## config.mk

```make
export PLATFORM = sky130hd
export DESIGN_NAME = rf_fill_scheduler
export DESIGN_NICKNAME = d
export VERILOG_FILES = /design/src/rtl/rf_fill_scheduler_pkg.sv /design/src/rtl/rf_fill_scheduler_rr_arb2.sv /design/src/rtl/rf_fill_scheduler.sv
export SDC_FILE = /design/constraint.sdc
export NUM_CORES = 1
export LEC_CHECK = 0
export CAP_MARGIN = 20
export CORE_AREA = 5 5 627 629
export DETAILED_ROUTE_END_ITERATION = 10
export DIE_AREA = 0 0 632 634
export PLACE_DENSITY_LB_ADDON = 0.3
export SLEW_MARGIN = 20
export SYNTH_ARGS = -nofsm -noshare
export SYNTH_HDL_FRONTEND = slang
export SYNTH_SLANG_ARGS = --single-unit
```

## constraint.sdc

```tcl
create_clock -name clk -period 2.6 [get_ports clk]
set_input_delay 0.78 -clock clk [delete_from_list [all_inputs] [get_ports clk]]
set_output_delay 0.78 -clock clk [all_outputs]
set_load 0.01 [all_outputs]
```

## src/rtl/rf_fill_scheduler_pkg.sv

```systemverilog
// Shared types and encodings for the RF fill scheduler.
//   state_e  : FSM states (IDLE/ISSUE/DRAIN/DONE, 2-bit)
//   CLS_*    : request class encoding (actv=0, wgt=1)
//   BUF*     : RF buffer encoding (rf1=0, rf2=1)
//   grant_t  : latched grant record {class, buffer}
package rf_fill_scheduler_pkg;

    typedef enum logic [1:0] {
        ST_IDLE  = 2'd0,
        ST_ISSUE = 2'd1,
        ST_DRAIN = 2'd2,
        ST_DONE  = 2'd3
    } state_e;

    localparam logic CLS_ACTV = 1'b0;
    localparam logic CLS_WGT  = 1'b1;

    localparam logic BUF1 = 1'b0;
    localparam logic BUF2 = 1'b1;

    typedef struct packed {
        logic cls;
        logic buf_sel;
    } grant_t;

    // Flat request index {cls, buf}: actv1=0, actv2=1, wgt1=2, wgt2=3.
    function automatic logic [1:0] req_idx(input grant_t g);
        return {g.cls, g.buf_sel};
    endfunction

endpackage

```

## src/rtl/rf_fill_scheduler_rr_arb2.sv

```systemverilog
// Two-way round-robin class arbiter (actv vs wgt).
// Ports:
//   clk, reset     : clock, async active-high reset (pointer -> actv)
//   req_i[1:0]     : bit0 = actv class request, bit1 = wgt class request
//   en_i           : arbitration allowed this cycle
//   grant_valid_o  : a grant is issued this cycle (combinational)
//   grant_cls_o    : winning class (combinational)
module rr_arb2
    import rf_fill_scheduler_pkg::*;
(
    input  logic       clk,
    input  logic       reset,
    input  logic [1:0] req_i,
    input  logic       en_i,
    output logic       grant_valid_o,
    output logic       grant_cls_o
);

    logic ptr_q;
    logic ptr_d;

    // Lone requester wins; on contention the pointer decides.
    always_comb begin
        grant_valid_o = en_i && (req_i != 2'b00);
        grant_cls_o   = ptr_q;
        if (req_i == 2'b01) begin
            grant_cls_o = CLS_ACTV;
        end else if (req_i == 2'b10) begin
            grant_cls_o = CLS_WGT;
        end
        ptr_d = ptr_q ^ grant_valid_o;
    end

    always_ff @(posedge clk or posedge reset) begin
        if (reset) begin
            ptr_q <= CLS_ACTV;
        end else begin
            ptr_q <= ptr_d;
        end
    end

endmodule

```

## src/rtl/rf_fill_scheduler.sv

```systemverilog
// Shares one GBF read port between the four PE-array RF refill requests.
// Each grant issues a DEPTH-beat GBF read burst, steers the returned words
// into the actv or wgt RF write path, then pulses the matching send_finish.
// Optional feature macro: RF_FILL_PERF_CNT_EN (builds the stall counter).
// Ports:
//   clk, reset               : clock, async active-high reset
//   finish                   : block new grants
//   *_need_data              : level refill requests
//   actv/wgt_base_addr       : region base, sampled at grant
//   gbf_rd_en/addr/data      : GBF read port (1-cycle read latency)
//   actv_*/wgt_* w_en/buf/addr/data : RF write paths
//   *_send_finish            : one-cycle burst-done pulses
//   actv/wgt_data_avail      : class has at least one valid RF
//   busy, stall_cnt          : status and perf counter
module rf_fill_scheduler
    import rf_fill_scheduler_pkg::*;
#(
    parameter int unsigned ACTV_ADDR_BITWIDTH = 2,
    parameter int unsigned ACTV_DEPTH         = 4,
    parameter int unsigned WGT_ADDR_BITWIDTH  = 2,
    parameter int unsigned WGT_DEPTH          = 4,
    parameter int unsigned GBF_ADDR_BITWIDTH  = 10,
    parameter int unsigned GBF_DATA_BITWIDTH  = 512
) (
    input  logic                          clk,
    input  logic                          reset,
    input  logic                          finish,
    input  logic                          actv_rf1_need_data,
    input  logic                          actv_rf2_need_data,
    input  logic                          wgt_rf1_need_data,
    input  logic                          wgt_rf2_need_data,
    input  logic [GBF_ADDR_BITWIDTH-1:0]  actv_base_addr,
    input  logic [GBF_ADDR_BITWIDTH-1:0]  wgt_base_addr,
    output logic                          gbf_rd_en,
    output logic [GBF_ADDR_BITWIDTH-1:0]  gbf_rd_addr,
    input  logic [GBF_DATA_BITWIDTH-1:0]  gbf_rd_data,
    output logic                          actv_w_en,
    output logic                          actv_w_buf,
    output logic [ACTV_ADDR_BITWIDTH-1:0] actv_w_addr,
    output logic [GBF_DATA_BITWIDTH-1:0]  actv_data,
    output logic                          wgt_w_en,
    output logic                          wgt_w_buf,
    output logic [WGT_ADDR_BITWIDTH-1:0]  wgt_w_addr,
    output logic [GBF_DATA_BITWIDTH-1:0]  wgt_data,
    output logic                          actv_buf1_send_finish,
    output logic                          actv_buf2_send_finish,
    output logic                          wgt_buf1_send_finish,
    output logic                          wgt_buf2_send_finish,
    output logic                          actv_data_avail,
    output logic                          wgt_data_avail,
    output logic                          busy,
    output logic [31:0]                   stall_cnt
);

    localparam int unsigned BEAT_W = (ACTV_ADDR_BITWIDTH > WGT_ADDR_BITWIDTH) ?
                                     ACTV_ADDR_BITWIDTH : WGT_ADDR_BITWIDTH;
    localparam logic [BEAT_W-1:0] ACTV_LAST = BEAT_W'(ACTV_DEPTH - 1);
    localparam logic [BEAT_W-1:0] WGT_LAST  = BEAT_W'(WGT_DEPTH - 1);
    localparam logic [GBF_ADDR_BITWIDTH-1:0] ACTV_STEP = GBF_ADDR_BITWIDTH'(ACTV_DEPTH);
    localparam logic [GBF_ADDR_BITWIDTH-1:0] WGT_STEP  = GBF_ADDR_BITWIDTH'(WGT_DEPTH);

    state_e                         state_q, state_d;
    logic [BEAT_W-1:0]              beat_q, beat_d;
    logic [BEAT_W-1:0]              beat_nxt;
    logic [BEAT_W-1:0]              beat_last;
    grant_t                         gnt_q, gnt_d;
    logic [GBF_ADDR_BITWIDTH-1:0]   burst_base_q, burst_base_d;
    logic [GBF_ADDR_BITWIDTH-1:0]   actv_off_q, actv_off_d;
    logic [GBF_ADDR_BITWIDTH-1:0]   wgt_off_q, wgt_off_d;
    logic [3:0]                     need;
    logic [3:0]                     need_q;
    logic [3:0]                     rise;
    logic [3:0]                     elig;
    logic [3:0]                     served_q, served_d;
    logic [3:0]                     valid_q, valid_d;
    logic [3:0]                     set_mask;
    logic [3:0]                     send_fin_q, send_fin_d;
    logic                           rd_en_q, rd_en_d;
    logic [GBF_ADDR_BITWIDTH-1:0]   rd_addr_q, rd_addr_d;
    logic                           actv_w_en_q, actv_w_en_d;
    logic                           actv_w_buf_q, actv_w_buf_d;
    logic [ACTV_ADDR_BITWIDTH-1:0]  actv_w_addr_q, actv_w_addr_d;
    logic                           wgt_w_en_q, wgt_w_en_d;
    logic                           wgt_w_buf_q, wgt_w_buf_d;
    logic [WGT_ADDR_BITWIDTH-1:0]   wgt_w_addr_q, wgt_w_addr_d;
    logic                           actv_avail_q, actv_avail_d;
    logic                           wgt_avail_q, wgt_avail_d;
    logic                           busy_q, busy_d;
    logic                           arb_valid;
    logic                           arb_cls;
    logic                           grant_buf;

    // Request bookkeeping: eligible = needed and not yet served.
    assign need = {wgt_rf2_need_data, wgt_rf1_need_data,
                   actv_rf2_need_data, actv_rf1_need_data};
    assign elig = need & ~served_q;
    assign rise = need & ~need_q;

    rr_arb2 u_arb (
        .clk           (clk),
        .reset         (reset),
        .req_i         ({|elig[3:2], |elig[1:0]}),
        .en_i          ((state_q == ST_IDLE) && !finish),
        .grant_valid_o (arb_valid),
        .grant_cls_o   (arb_cls)
    );

    // rf1 beats rf2 inside the winning class.
    assign grant_buf = (arb_cls == CLS_ACTV) ? (elig[0] ? BUF1 : BUF2)
                                             : (elig[2] ? BUF1 : BUF2);

    assign beat_last = (gnt_q.cls == CLS_WGT) ? WGT_LAST : ACTV_LAST;
    assign beat_nxt  = beat_q + BEAT_W'(1);

    // FSM next-state, read issue and burst-completion bookkeeping.
    always_comb begin
        state_d      = state_q;
        beat_d       = beat_q;
        gnt_d        = gnt_q;
        burst_base_d = burst_base_q;
        actv_off_d   = actv_off_q;
        wgt_off_d    = wgt_off_q;
        rd_en_d      = 1'b0;
        rd_addr_d    = '0;
        send_fin_d   = '0;
        set_mask     = '0;

        unique case (state_q)
            ST_IDLE: begin
                if (arb_valid) begin
                    gnt_d.cls     = arb_cls;
                    gnt_d.buf_sel = grant_buf;
                    burst_base_d  = (arb_cls == CLS_WGT) ? (wgt_base_addr + wgt_off_q)
                                                         : (actv_base_addr + actv_off_q);
                    beat_d        = '0;
                    rd_en_d       = 1'b1;
                    rd_addr_d     = burst_base_d;
                    state_d       = ST_ISSUE;
                end
            end
            ST_ISSUE: begin
                if (beat_q == beat_last) begin
                    state_d = ST_DRAIN;
                end else begin
                    beat_d    = beat_nxt;
                    rd_en_d   = 1'b1;
                    rd_addr_d = burst_base_q + GBF_ADDR_BITWIDTH'(beat_nxt);
                end
            end
            ST_DRAIN: begin
                send_fin_d[req_idx(gnt_q)] = 1'b1;
                state_d = ST_DONE;
            end
            ST_DONE: begin
                set_mask[req_idx(gnt_q)] = 1'b1;
                if (gnt_q.cls == CLS_WGT) begin
                    wgt_off_d = wgt_off_q + WGT_STEP;
                end else begin
                    actv_off_d = actv_off_q + ACTV_STEP;
                end
                state_d = ST_IDLE;
            end
            default: state_d = ST_IDLE;
        endcase
    end

    // Write path trails the read strobe by the GBF read latency.
    always_comb begin
        actv_w_en_d   = rd_en_q && (gnt_q.cls == CLS_ACTV);
        actv_w_buf_d  = actv_w_en_d ? gnt_q.buf_sel : 1'b0;
        actv_w_addr_d = actv_w_en_d ? ACTV_ADDR_BITWIDTH'(beat_q) : '0;
        wgt_w_en_d    = rd_en_q && (gnt_q.cls == CLS_WGT);
        wgt_w_buf_d   = wgt_w_en_d ? gnt_q.buf_sel : 1'b0;
        wgt_w_addr_d  = wgt_w_en_d ? WGT_ADDR_BITWIDTH'(beat_q) : '0;
    end

    // Served clears once need drops; valid clears on a new request edge.
    always_comb begin
        served_d     = (served_q | set_mask) & need;
        valid_d      = (valid_q & ~rise) | set_mask;
        actv_avail_d = |valid_d[1:0];
        wgt_avail_d  = |valid_d[3:2];
        busy_d       = (state_d != ST_IDLE);
    end

    always_ff @(posedge clk or posedge reset) begin
        if (reset) begin
            state_q       <= ST_IDLE;
            beat_q        <= '0;
            gnt_q         <= '0;
            burst_base_q  <= '0;
            actv_off_q    <= '0;
            wgt_off_q     <= '0;
            need_q        <= '0;
            served_q      <= '0;
            valid_q       <= '0;
            send_fin_q    <= '0;
            rd_en_q       <= 1'b0;
            rd_addr_q     <= '0;
            actv_w_en_q   <= 1'b0;
            actv_w_buf_q  <= 1'b0;
            actv_w_addr_q <= '0;
            wgt_w_en_q    <= 1'b0;
            wgt_w_buf_q   <= 1'b0;
            wgt_w_addr_q  <= '0;
            actv_avail_q  <= 1'b0;
            wgt_avail_q   <= 1'b0;
            busy_q        <= 1'b0;
        end else begin
            state_q       <= state_d;
            beat_q        <= beat_d;
            gnt_q         <= gnt_d;
            burst_base_q  <= burst_base_d;
            actv_off_q    <= actv_off_d;
            wgt_off_q     <= wgt_off_d;
            need_q        <= need;
            served_q      <= served_d;
            valid_q       <= valid_d;
            send_fin_q    <= send_fin_d;
            rd_en_q       <= rd_en_d;
            rd_addr_q     <= rd_addr_d;
            actv_w_en_q   <= actv_w_en_d;
            actv_w_buf_q  <= actv_w_buf_d;
            actv_w_addr_q <= actv_w_addr_d;
            wgt_w_en_q    <= wgt_w_en_d;
            wgt_w_buf_q   <= wgt_w_buf_d;
            wgt_w_addr_q  <= wgt_w_addr_d;
            actv_avail_q  <= actv_avail_d;
            wgt_avail_q   <= wgt_avail_d;
            busy_q        <= busy_d;
        end
    end

    assign gbf_rd_en             = rd_en_q;
    assign gbf_rd_addr           = rd_addr_q;
    assign actv_w_en             = actv_w_en_q;
    assign actv_w_buf            = actv_w_buf_q;
    assign actv_w_addr           = actv_w_addr_q;
    assign wgt_w_en              = wgt_w_en_q;
    assign wgt_w_buf             = wgt_w_buf_q;
    assign wgt_w_addr            = wgt_w_addr_q;
    // Read data arrives unregistered; gate it so idle write data stays 0.
    assign actv_data             = actv_w_en_q ? gbf_rd_data : '0;
    assign wgt_data              = wgt_w_en_q  ? gbf_rd_data : '0;
    assign actv_buf1_send_finish = send_fin_q[0];
    assign actv_buf2_send_finish = send_fin_q[1];
    assign wgt_buf1_send_finish  = send_fin_q[2];
    assign wgt_buf2_send_finish  = send_fin_q[3];
    assign actv_data_avail       = actv_avail_q;
    assign wgt_data_avail        = wgt_avail_q;
    assign busy                  = busy_q;

`ifdef RF_FILL_PERF_CNT_EN
    logic [31:0] stall_cnt_q;

    // Saturating count of cycles where a request waits on a busy scheduler.
    always_ff @(posedge clk or posedge reset) begin
        if (reset) begin
            stall_cnt_q <= '0;
        end else if (busy_q && (elig != 4'b0000) && (stall_cnt_q != 32'hFFFF_FFFF)) begin
            stall_cnt_q <= stall_cnt_q + 32'd1;
        end
    end

    assign stall_cnt = stall_cnt_q;
`else
    assign stall_cnt = '0;
`endif

endmodule

```

After elaboration in Yosys (flattened, before gate mapping)
Index checks and enable logic that the tools add are counted.
{"block": "totals", "register_bits": 75, "in_bits": 539, "output_inout_bits": 1082, "wordCells": 96}
{"block": "op_classes", "add_sub_neg": 6, "n_lt_le_gt_ge": 2, "n_eq_ne": 8, "muxes": 28, "bitwise": 11, "n_reduce_logical": 18}
{"op": "512-bit two-way mux", "n": 2}
{"op": "10-bit two-way mux", "n": 3}
{"op": "10-bit adder", "n": 2}
{"op": "10-bit by 3-bit adder with 10-bit output (second input constant)", "n": 2}
{"op": "10-bit case mux with 2 select lines", "n": 1}
{"op": "4-bit AND", "n": 4}
{"op": "2-bit two-way mux", "n": 6}
{"op": "4-bit inverter", "n": 3}
{"op": "10-bit by 2-bit adder with 10-bit output", "n": 1}
{"op": "1-bit two-way mux", "n": 10}
{"op": "2-bit equality test (second input constant)", "n": 4}
{"op": "4-bit two-way mux", "n": 2}
{"op": "4-bit bitwise OR", "n": 2}
{"op": "2-bit case mux with 4 select lines", "n": 1}
{"op": "2-bit OR reduction", "n": 4}
{"op": "2-bit AND reduction", "n": 3}
{"op": "2-bit nonzero test", "n": 3}
{"op": "1-bit logical AND", "n": 5}
{"op": "2-bit by 1-bit equality test with 1-bit output (second input constant)", "n": 2}
{"op": "2-bit inequality test (second input constant)", "n": 2}
{"op": "2-bit case mux with 2 select lines", "n": 1}
{"op": "2-bit by 3-bit < comparator with 1-bit output (second input constant)", "n": 1}
{"op": "3-bit AND reduction", "n": 1}
{"op": "2-bit by 1-bit adder with 2-bit output (second input constant)", "n": 1}
{"op": "other kinds (7)", "n": 7}

Logic depth before layout (Yosys ltp)
{"block": "logic_depth", "depth_word": 9, "depth_mapped": 8, "ltp_nobuf": 8}

Cells and area by module
Synthesis repeated with hierarchy kept, for this count alone.
{"block": "unflattened", "cells_unflattened": 1514, "hier_area_um2": 10664.0}
{"mod": "rf_fill_scheduler", "n_inst": 1, "cells_each": 1507, "area_per_inst_um2": 10605.2, "seq_area_each_um2": 1751.7}
{"mod": "rr_arb2", "n_inst": 1, "cells_each": 7, "area_per_inst_um2": 58.8, "seq_area_each_um2": 25.0}

Least setup slack after synthesis
OpenSTA, ideal clock, no wires.
{"block": "synth_timing", "path_type": "in2reg", "startpoint": "input port wgt_base_addr[2]", "endpoint": "register burst_base_q[8]", "setup_ps": 126, "arrival_ps": 2243, "t_required_ps": 2474, "slack_ps": 231, "path_stages": 7, "path_buffers": 0, "cell_sequence": "ha_1 > fa_1 > a21oi_2 > o211ai_1 > a21oi_1 > xnor2_1 > a221o_1"}
{"block": "synth_via", "elab_chain_cells": 2}
{"item": "from (decl)", "line": "rf_fill_scheduler.sv:33", "source": "input logic [GBF_ADDR_BITWIDTH-1:0] wgt_base_addr,"}
{"item": "10-bit adder", "line": "rf_fill_scheduler.sv:133", "source": "burst_base_d = (arb_cls == CLS_WGT) ? (wgt_base_addr + wgt_off_q)"}
{"item": "10-bit two-way mux", "line": "rf_fill_scheduler.sv:133"}
{"item": "to (signal assigned)", "line": "rf_fill_scheduler.sv:213", "source": "burst_base_q <= burst_base_d;"}
{"item": "to (decl)", "line": "rf_fill_scheduler.sv:67", "source": "logic [GBF_ADDR_BITWIDTH-1:0] burst_base_q, burst_base_d;"}
No other way between the ends.
A chain may end at the register's enable or synchronous reset.

Worst setup path in the final report
{"block": "layout_timing", "startpoint": "register actv_w_en_q, in the netlist actv_w_en", "endpoint": "output port actv_data[4]"}
{"block": "layout_via", "elab_chain_cells": 1}
{"item": "from (decl)", "line": "rf_fill_scheduler.sv:80", "source": "logic actv_w_en_q, actv_w_en_d;"}
{"item": "from (signal assigned)", "line": "rf_fill_scheduler.sv:222", "source": "actv_w_en_q <= actv_w_en_d;"}
{"item": "512-bit two-way mux", "line": "rf_fill_scheduler.sv:243", "source": "assign actv_data = actv_w_en_q ? gbf_rd_data : '0;"}
{"item": "to (decl)", "line": "rf_fill_scheduler.sv:40", "source": "output logic [GBF_DATA_BITWIDTH-1:0] actv_data,"}
No other way between the ends.

==> metrics.cfg <==
[setup_path]
crit_path_max_incr_delay_ns=0.53
rr_worst_depth=8
crit_path_end_kind=output pin
crit_start=actv_w_en
crit_required_ns=1.82
cp.arrival_ns=2.10
crit_top_cell=buf_12
endpoint=actv_data[4]
worstSetupStartpointType=register
cpMaxStageDelayCell=dfrtp_4
r2r_setup_slack_ns=0.31
crit_type=reg2out
r2r_end=gbf_rd_addr[8]
crit_path_max_fanout=6
path_cells=buf_16 -> buf_12 -> clkbuf_16 -> buf_12 -> clkbuf_16 -> and2_4 -> buf_12
worstReg2RegStart=wgt_off_q[2]

[clock_network]
numClockSinks=71
clk_pin_slew_ns=0.07
clockBufferDepth=2
cts_made_buffers=9
insertion_delay_ns=0.35
cts_root_buf=clkbuf_16
hold_buffers=0
cts_htree_levels=3
cts_tree=done

[final_layout]
drive_gt1_share_pct=57.7
nets=4226
area_delta_synth_final_pct=348
mostFrequentLayoutCells=buf_12, and2_4, clkdlybuf4s50_1, buf_4, and2_1
fin_cells=8893
final_util_pct=12.4
layout_commonest_cell=buf_12
fin_area_sq_um=47900

[yosys]
yosysWarnings=0
async_reset_ff_share_pct=100
synth.avg_cell_area_sq_um=7.04
synth_flop_cell=dfrtp_1
synth_cell_types=51
ys_seq_area_share_pct=16.6
ys_ff_latch=71
syn_inst=1518
synth_edf_count=0
synth_area_sq_um=10700

[min_path]
hold_class=reg2reg

[grt]
grt_usage_pct=15.5
grt.busiest_layer=met2
grt_max_degree=73
use_met3_pct=6.04
antenna_found_initial=180
grt_pass1_vias=20600
grt_first_pass_wirelength_microns=373000
grt-ovfl-total=0
grt_util_met1_pct=16.6
grtUsageMet2_pct=28.8

[placed_design]
place_area_sq_um=41400
place.gp.congestion=0.945
portBuffers=1588
place_ws_ns=-0.994
dp.cells=8639
place_hpwl_microns=307000

[routing]
drtIter0Drc=1020
viasPerCell=2.37
drc=0
vias=21100
first_pass_iters=5
drtAntennaViolNets=0
wl_per_cell_microns=38.4
routed_wirelength_microns=342000

[timing]
finClkSkew_ns=0.0100
fin_crit_sh_pct=111
rsz0062_at_grt=yes
hold-worst-slack_ns=0.489
fmax_mhz=347
drv_slew=0
hold_viol=0
finalSetupViolations=750
slew_headroom_pct=65.2
setup-tns-final_ns=-82.71
fin_ws_ns=-0.279
tightest_slew_ns=0.522
min_period_ns=2.88

[floorplan]
start_util_pct=2.76
dieArea_sq_um=401000
die_h_microns=634
io_pins=1621
dieWidth_microns=632
core_area_sq_um=387000
rows=229

[pwr]
cellPowerDensity_nw_per_um2=932
leakage_nw=23.1
design_power_total_mw=44.6
vdd_drop_max_v=0.000383

[job]
maxCapViolations=0

[run_status]
status=finished with violations
violations=setup timing

## report_power, final
group          switching, mW  total (mW)  internal [mW]
clock                  0.535        1.28          0.741
combinational           19.8        41.4           21.6
sequential             0.535        2.00           1.46
total                   20.8        44.6           23.8
## cells in the mapped netlist (all sizes together), types with 6 or more instances
master,number,area [sq um]
a21oi,13,76.3
nand2,34,128
clkbuf,116,435
inv,19,71.3
ha,19,238
nand2b,10,62.6
mux2i,6,60.1
xor2,11,96.3
and3,7,43.8
dfrtp,71,1780
and2,1028,6430
o21ai,27,139
buf,36,260
nand3,16,85.1
o22ai,6,37.5
nor2,24,90.1
xnor2,20,175
nor3,7,45.0
## area by class of cell
| class | instances | area [sq um] |
|---|---|---|
| clock inverter | 6 | 62.6 |
| multi-input combinational | 1307 | 9790 |
| clock buffer | 10 | 229 |
| timing repair buffer | 2257 | 29400 |
| sequential | 71 | 1780 |
| fill | 44300 | 340000 |
| antenna | 26 | 65.1 |
| inverter | 19 | 71.3 |
| tap | 5197 | 6500 |
## repair_timing
action                     CTS  global route
setup buffers               27           127
setup endpoints to repair  915           968
hold endpoints to repair     0             0
pin swaps                    5            93
resized for setup          407          1831
cloned                      16            73
## worst min path at each step
| stage | cells after the start | end | start |
|---|---|---|---|
| 6_report | 2 | burst_base_q[0] | burst_base_q[0] |
| 5_1_grt | 1 | wgt_off_q[9] | wgt_off_q[9] |
| 4_1_cts | 2 | burst_base_q[0] | burst_base_q[0] |
| 3_5_place_dp | 2 | burst_base_q[0] | burst_base_q[0] |
| 3_3_place_gp | 2 | burst_base_q[0] | burst_base_q[0] |
| 2_1_floorplan | 2 | burst_base_q[0] | burst_base_q[0] |
## routing by layer
metal	up-vias	part of all wire, %	routed length, microns
li1	8970	-	-
met1	10400	37	127000
met2	1261	51	176000
met3	371	8.7	29700
met4	44	2.5	8550
met5	-	0.091	310
## sequential cells by signal (all words and copies together) (netlist names), 2 cells and up
| name | cells |
|---|---|
| valid_q | 4 |
| wgt_off_q | 8 |
| state_q | 2 |
| actv_w_addr | 2 |
| gbf_rd_addr | 10 |
| beat_q | 2 |
| need_q | 4 |
| served_q | 4 |
| send_fin_q | 4 |
| wgt_w_addr | 2 |
| gnt_q | 2 |
| actv_off_q | 8 |
| burst_base_q | 10 |
## cells by family after synthesis
logic type                 share of synthesized area [%]
other                                             0.0351
xor gates and xnor gates                            2.54
buffers and inverters                               7.17
adders and majority gates                           3.00
DFF                                                 16.6
and+or+nand+nor                                     65.2
muxes                                              0.562
AOI/OAI and AO/OA                                   4.86
## critical path, delay by kind of cell (launching register included)
kind / cells / cell delay (ns)
simple gates: 1 / 0.16
flops: 1 / 0.53
buf+inv: 6 / 0.96
(Power assumes the default switching activity.)
